File: config.mk
export PLATFORM = sky130hd
export DESIGN_NAME = fetch_ctrl_flat
export DESIGN_NICKNAME = d
export VERILOG_FILES = /design/src/rtl/fetch_ctrl_if.sv /design/src/rtl/fetch_ctrl.sv /design/src/flat_wrapper.sv
export SDC_FILE = /design/constraint.sdc
export NUM_CORES = 1
export LEC_CHECK = 0
export ABC_AREA = 1
export BUFFER_PORTS_ARGS = -buffer_cell sky130_fd_sc_hd__buf_2
export CORE_ASPECT_RATIO = 1.2
export CORE_UTILIZATION = 30
export CTS_CLUSTER_DIAMETER = 200
export DETAILED_ROUTE_END_ITERATION = 8
export GPL_ROUTABILITY_DRIVEN = 1
export HOLD_SLACK_MARGIN = 0.08
export PLACE_DENSITY = 0.46
export SETUP_SLACK_MARGIN = 0.05
export SLEW_MARGIN = 40
export SYNTH_ARGS = -nofsm -noshare
export SYNTH_HDL_FRONTEND = slang
export SYNTH_SLANG_ARGS = --single-unit
File: constraint.sdc
create_clock -name clk -period 11.1 [get_ports clk]
set_input_delay 0.555 -clock clk [delete_from_list [all_inputs] [get_ports clk]]
set_output_delay 0.555 -clock clk [all_outputs]
set_load 0.1 [all_outputs]
File: src/rtl/fetch_ctrl_if.sv
// Fetch sequencer bus: ROM request/ack, decode output slot and redirect inputs.
interface fetch_ctrl_if;
   logic        exc_ce;
   logic        j_ce;
   logic [31:0] j_addr;
   logic        stall;
   logic        rom_ce;
   logic [31:0] rom_addr;
   logic        rom_ack;
   logic [31:0] rom_data;
   logic        inst_valid;
   logic [31:0] inst;
   logic [31:0] inst_pc;

   // Fetch controller side
   modport master (
      input  exc_ce, j_ce, j_addr, stall, rom_ack, rom_data,
      output rom_ce, rom_addr, inst_valid, inst, inst_pc
   );

   // Environment side (ROM, decode, redirect sources)
   modport slave (
      output exc_ce, j_ce, j_addr, stall, rom_ack, rom_data,
      input  rom_ce, rom_addr, inst_valid, inst, inst_pc
   );
endinterface

File: src/rtl/fetch_ctrl.sv
// Instruction-fetch sequencer: owns the fetch pc, issues one outstanding ROM request at a
// time, and hands instructions to decode through a one-entry slot plus one-entry skid buffer.
module fetch_ctrl #(
   parameter logic [31:0] RESET_PC = 32'h0000_0000,
   parameter logic [31:0] EXC_VEC  = 32'h0000_0020
) (
   input logic          clk,
   input logic          rst,
   fetch_ctrl_if.master bus
);

   typedef enum logic [1:0] {StReset, StReq, StSkid} state_e;

   state_e      r_state, w_state_d;
   logic [31:0] r_pc, w_pc_d;
   logic        r_inst_valid, w_inst_valid_d;
   logic [31:0] r_inst, w_inst_d;
   logic [31:0] r_inst_pc, w_inst_pc_d;
   logic        r_s_valid, w_s_valid_d;
   logic [31:0] r_s_inst, w_s_inst_d;
   logic [31:0] r_s_pc, w_s_pc_d;
   logic        r_discard, w_discard_d;
   logic [31:0] r_redir_addr, w_redir_addr_d;

   logic        w_redir;
   logic [31:0] w_target;
   logic        w_consume;

   assign w_redir   = bus.exc_ce | bus.j_ce;
   assign w_target  = bus.exc_ce ? EXC_VEC : bus.j_addr;
   assign w_consume = r_inst_valid & ~bus.stall;

   // Next-state: fetch arbitration, slot/skid movement and redirect handling
   always_comb begin
      w_state_d      = r_state;
      w_pc_d         = r_pc;
      w_inst_valid_d = r_inst_valid;
      w_inst_d       = r_inst;
      w_inst_pc_d    = r_inst_pc;
      w_s_valid_d    = r_s_valid;
      w_s_inst_d     = r_s_inst;
      w_s_pc_d       = r_s_pc;
      w_discard_d    = r_discard;
      w_redir_addr_d = r_redir_addr;

      if (w_consume) begin
         w_inst_valid_d = 1'b0;
      end

      unique case (r_state)
         StReset: begin
            w_state_d = StReq;
            w_pc_d    = w_redir ? w_target : RESET_PC;
         end
         StReq: begin
            if (!bus.rom_ack) begin
               // Request in flight: address must hold, so remember where to go after the ack
               if (w_redir) begin
                  w_discard_d    = 1'b1;
                  w_redir_addr_d = w_target;
               end
            end else if (w_redir) begin
               w_pc_d      = w_target;
               w_discard_d = 1'b0;
            end else if (r_discard) begin
               w_pc_d      = r_redir_addr;
               w_discard_d = 1'b0;
            end else if (!r_inst_valid || !bus.stall) begin
               w_inst_valid_d = 1'b1;
               w_inst_d       = bus.rom_data;
               w_inst_pc_d    = r_pc;
               w_pc_d         = r_pc + 32'd4;
            end else begin
               w_s_valid_d = 1'b1;
               w_s_inst_d  = bus.rom_data;
               w_s_pc_d    = r_pc;
               w_pc_d      = r_pc + 32'd4;
               w_state_d   = StSkid;
            end
         end
         StSkid: begin
            if (w_redir) begin
               w_pc_d    = w_target;
               w_state_d = StReq;
            end else if (w_consume) begin
               w_inst_valid_d = 1'b1;
               w_inst_d       = r_s_inst;
               w_inst_pc_d    = r_s_pc;
               w_s_valid_d    = 1'b0;
               w_state_d      = StReq;
            end
         end
         default: begin
            w_state_d = StReset;
         end
      endcase

      // Anything fetched before a redirect must never reach decode
      if (w_redir) begin
         w_inst_valid_d = 1'b0;
         w_s_valid_d    = 1'b0;
      end
   end

   // State register with asynchronous reset; abandons any outstanding request
   always_ff @(posedge clk or posedge rst) begin
      if (rst) begin
         r_state      <= StReset;
         r_pc         <= RESET_PC;
         r_inst_valid <= 1'b0;
         r_inst       <= 32'h0;
         r_inst_pc    <= 32'h0;
         r_s_valid    <= 1'b0;
         r_s_inst     <= 32'h0;
         r_s_pc       <= 32'h0;
         r_discard    <= 1'b0;
         r_redir_addr <= 32'h0;
      end else begin
         r_state      <= w_state_d;
         r_pc         <= w_pc_d;
         r_inst_valid <= w_inst_valid_d;
         r_inst       <= w_inst_d;
         r_inst_pc    <= w_inst_pc_d;
         r_s_valid    <= w_s_valid_d;
         r_s_inst     <= w_s_inst_d;
         r_s_pc       <= w_s_pc_d;
         r_discard    <= w_discard_d;
         r_redir_addr <= w_redir_addr_d;
      end
   end

   assign bus.rom_ce     = (r_state == StReq);
   assign bus.rom_addr   = r_pc;
   assign bus.inst_valid = r_inst_valid;
   assign bus.inst       = r_inst;
   assign bus.inst_pc    = r_inst_pc;

endmodule

File: src/flat_wrapper.sv
// flat-port wrapper written by rule: the top's interface ports become plain ports
module fetch_ctrl_flat 
#(
   parameter logic [31:0] RESET_PC = 32'h0000_0000,
   parameter logic [31:0] EXC_VEC  = 32'h0000_0020
)
  (clk, rst, bus_exc_ce, bus_j_ce, bus_j_addr, bus_stall, bus_rom_ack, bus_rom_data, bus_rom_ce, bus_rom_addr, bus_inst_valid, bus_inst, bus_inst_pc);
  fetch_ctrl_if bus_i ();
  input logic clk;
  input logic rst;
  input wire logic [$bits(bus_i.exc_ce)-1:0] bus_exc_ce;
  input wire logic [$bits(bus_i.j_ce)-1:0] bus_j_ce;
  input wire logic [$bits(bus_i.j_addr)-1:0] bus_j_addr;
  input wire logic [$bits(bus_i.stall)-1:0] bus_stall;
  input wire logic [$bits(bus_i.rom_ack)-1:0] bus_rom_ack;
  input wire logic [$bits(bus_i.rom_data)-1:0] bus_rom_data;
  output wire logic [$bits(bus_i.rom_ce)-1:0] bus_rom_ce;
  output wire logic [$bits(bus_i.rom_addr)-1:0] bus_rom_addr;
  output wire logic [$bits(bus_i.inst_valid)-1:0] bus_inst_valid;
  output wire logic [$bits(bus_i.inst)-1:0] bus_inst;
  output wire logic [$bits(bus_i.inst_pc)-1:0] bus_inst_pc;
  assign bus_i.exc_ce = bus_exc_ce;
  assign bus_i.j_ce = bus_j_ce;
  assign bus_i.j_addr = bus_j_addr;
  assign bus_i.stall = bus_stall;
  assign bus_i.rom_ack = bus_rom_ack;
  assign bus_i.rom_data = bus_rom_data;
  assign bus_rom_ce = bus_i.rom_ce;
  assign bus_rom_addr = bus_i.rom_addr;
  assign bus_inst_valid = bus_i.inst_valid;
  assign bus_inst = bus_i.inst;
  assign bus_inst_pc = bus_i.inst_pc;
  fetch_ctrl #(.RESET_PC(RESET_PC), .EXC_VEC(EXC_VEC)) u_core (.clk(clk), .rst(rst), .bus(bus_i));
endmodule
==> reports/results.ini <==
[synth]
synth.top_cells.by_area = dfrtp_1 (47%), nand2_1 (16%), o21ai_0 (8.6%), inv_1 (7.2%), nand3_1 (4.1%)
syn_nets = 1519
yosysTopAreaCell = dfrtp_1
synth_top_area_share_pct = 47.2
syn_avg_cell_area_um2 = 7.19
synth_seq_cells = 196
synth_cell_types = 29
syn_inst = 1444
ys_seq_area_share_pct = 47.2
synth.cell_area_mm2 = 0.0104
synth.yosys.warnings = 0

[route]
drt_wl_total_mm = 30.7
vias_per_cell = 4.67
antenna_left = 0
wire_per_inst_um = 15.1
firstDrtPassIters = 5
initialDrtViolationCount = 687
route.detailed.drc = 0
vias = 9470

[setup_path]
r2r_start = u_core.r_state[1]
crit_path_start_kind = flip-flop
path_max_fanout = 96
criticalPathCategory = reg2reg
crit_required_ps = 11480
critPathMaxStageDelay_ps = 550
endpoint_kind = flip-flop
cp.arrival_ps = 3710
critPathSlowestCell = nand2_2
path_common_cell = buf_4
worstPathCellList = inv_1, ha_1, buf_4, nand2_2, o211ai_1, a2111oi_4, buf_4, buf_6, nand2_1, o21ai_1
r2r_cells = 10
reg2reg_to = u_core.bus.inst_pc[14]
reg2reg_slack_ps = 7770

[clocking]
clock_sinks = 196
cts_tree = yes
cts_buffers = 17
clock_latency_ps = 460
cts.path.max_buffers = 2
root_buffer = clkbuf_16
postCtsSetupRepairBufs = 0
clk_pin_slew_ps = 80
h-tree-depth = 4

[die]
die_area_mm2 = 0.0354
start_util_pct = 30.5
coreArea_mm2 = 0.0341
die_y_um = 206
io-pin-count = 168
die_width_um = 172
rows = 74

[sta]
finalSetupTns_ps = 0
maxSlewViolCount = 0
fmax_ghz = 0.300
rsz0062_at_grt = no
finalSetupViolCount = 0
skew_ps = 15.8
setup_slack_ps = 7770
worstMarginPinSlew_ps = 819
hold_ws_ps = 371
hold_viol = 0
layout_min_cycle_time_ps = 3330
finalCritPeriodShare_pct = 30.0
max_slew_margin_pct = 45.2

[place]
port_buffers = 167
post-dp-hpwl_mm = 20.7
gp_congestion = 0.842
dp_slack_ps = 7690

[global_routing]
grt_overflow = 0
grt_max_degree = 103
antenna_found_initial = 0
track_usage_pct = 17.9
grt_pass1_wl_mm = 48.4
grt_pass1_vias = 8874

[layout]
nFillCells = 3779
diodes = 0
area_delta_synth_final_pct = 17.3
drive_above_1_share_pct = 14.6
nets = 1635

[min_path]
hold_start = bus_rom_data[6]
hold_class = in2reg
hold-path-endpoint = u_core.r_s_inst[6]
min_delay_path_depth = 3

[outcome]
outcome = finished clean

[run]
maxCapViolCount = 0

## cells by family after synthesis
group	synth area share (%)
buf+inv	10.8
compound gates	17.8
fa+ha+maj	0.602
simple gates	23.5
flops	47.2
## worst max path at each step
stage | cells after the start | endpoint | start
floorplan | 1 | u_core.bus.inst[0] | rst
global placement | 10 | u_core.bus.inst_pc[22] | u_core.r_state[1]
detailed placement | 8 | u_core.bus.inst_pc[14] | bus_j_ce
CTS | 10 | u_core.bus.inst_pc[14] | u_core.r_state[1]
global route | 10 | u_core.bus.inst[21] | u_core.r_state[1]
finish | 10 | u_core.bus.inst_pc[14] | u_core.r_state[1]
## synthesized netlist by cell type
library cell and count:
nand2_1 452, inv_1 198, dfrtp_1 196, o21ai_0 178, nand3_1 85, a21oi_1 69, o21ai_1 60, nor2_1 50
clkbuf_1 45, o22ai_1 29, buf_2 21, buf_1 10, o211ai_1 10, buf_4 8, ha_1 5, nor2_2 5
nor3_1 4, nand4_1 3, o31ai_1 3, and3_1 2, inv_2 2, nor2_4 2, a2111oi_4 1, a22oi_1 1
and2_1 1, clkinv_1 1, nand2_2 1, nand3b_1 1, or2_2 1
## layout make-up
class	count	area (µm²)	share of cell area [%]
inverters	201	762	6.26
clock buffers	18	439	3.61
repair buffers	181	975	8.00
multi-input cells	963	4380	36.0
clock inverters	13	149	1.22
well taps	456	571	4.68
flip-flops and latches	196	4900	40.3
## repair_timing
action / 4_1_cts / 5_1_grt
hold buffers: 0 / 1
hold endpoints to repair: 0 / 8
setup endpoints to repair: 0 / 0
gates resized for setup: 0 / 0
## layer usage
metal / vias up / routed length [µm] / global-route usage (%)
met2: 208 / 14100 / 28.4
met1: 4394 / 14700 / 24.5
met3: 36 / 1160 / 2.25
li1: 4832 / - / -
met4: 0 / 682 / 7.11
met5: - / 0 / 0
## registers in the layout, summed over array words and instances, names as in the netlist, 2 cells and up
name	cells
u_core.bus.inst	32
u_core.bus.inst_pc	32
u_core.bus.rom_addr	32
u_core.r_redir_addr	32
u_core.r_s_inst	32
u_core.r_s_pc	32
u_core.r_state	2
## critical path: cells and delay by family, from the launching register on
| family | cells | cell delay [ps] |
|---|---|---|
| adders and majority gates | 1 | 190 |
| AOI/OAI and AO/OA | 3 | 600 |
| and+or+nand+nor | 2 | 680 |
| buffers and inverters | 4 | 1270 |
| DFF | 1 | 420 |
## metrics by stage
stage	instance area [µm²]	utilization, %	cells
after CTS	12100	35.6	2026
after global routing	12200	35.7	2028
after global placement	11500	33.9	1995
after detailed placement	11500	33.9	1995
after floorplan	10400	-	1444
final	12200	35.7	2028
## layout by cell type, fill, tap and decap left out, types with 29 or more instances in the layout
cell and instances:
nand2_1 450, inv_1 196, dfrtp_1 196, o21ai_0 178
buf_2 167, nand3_1 85, a21oi_1 69, o21ai_1 60
nor2_1 50, o22ai_1 29
Power is not shown: default switching activity piles up to over one toggle a cycle in this logic, so the estimate is an artifact.
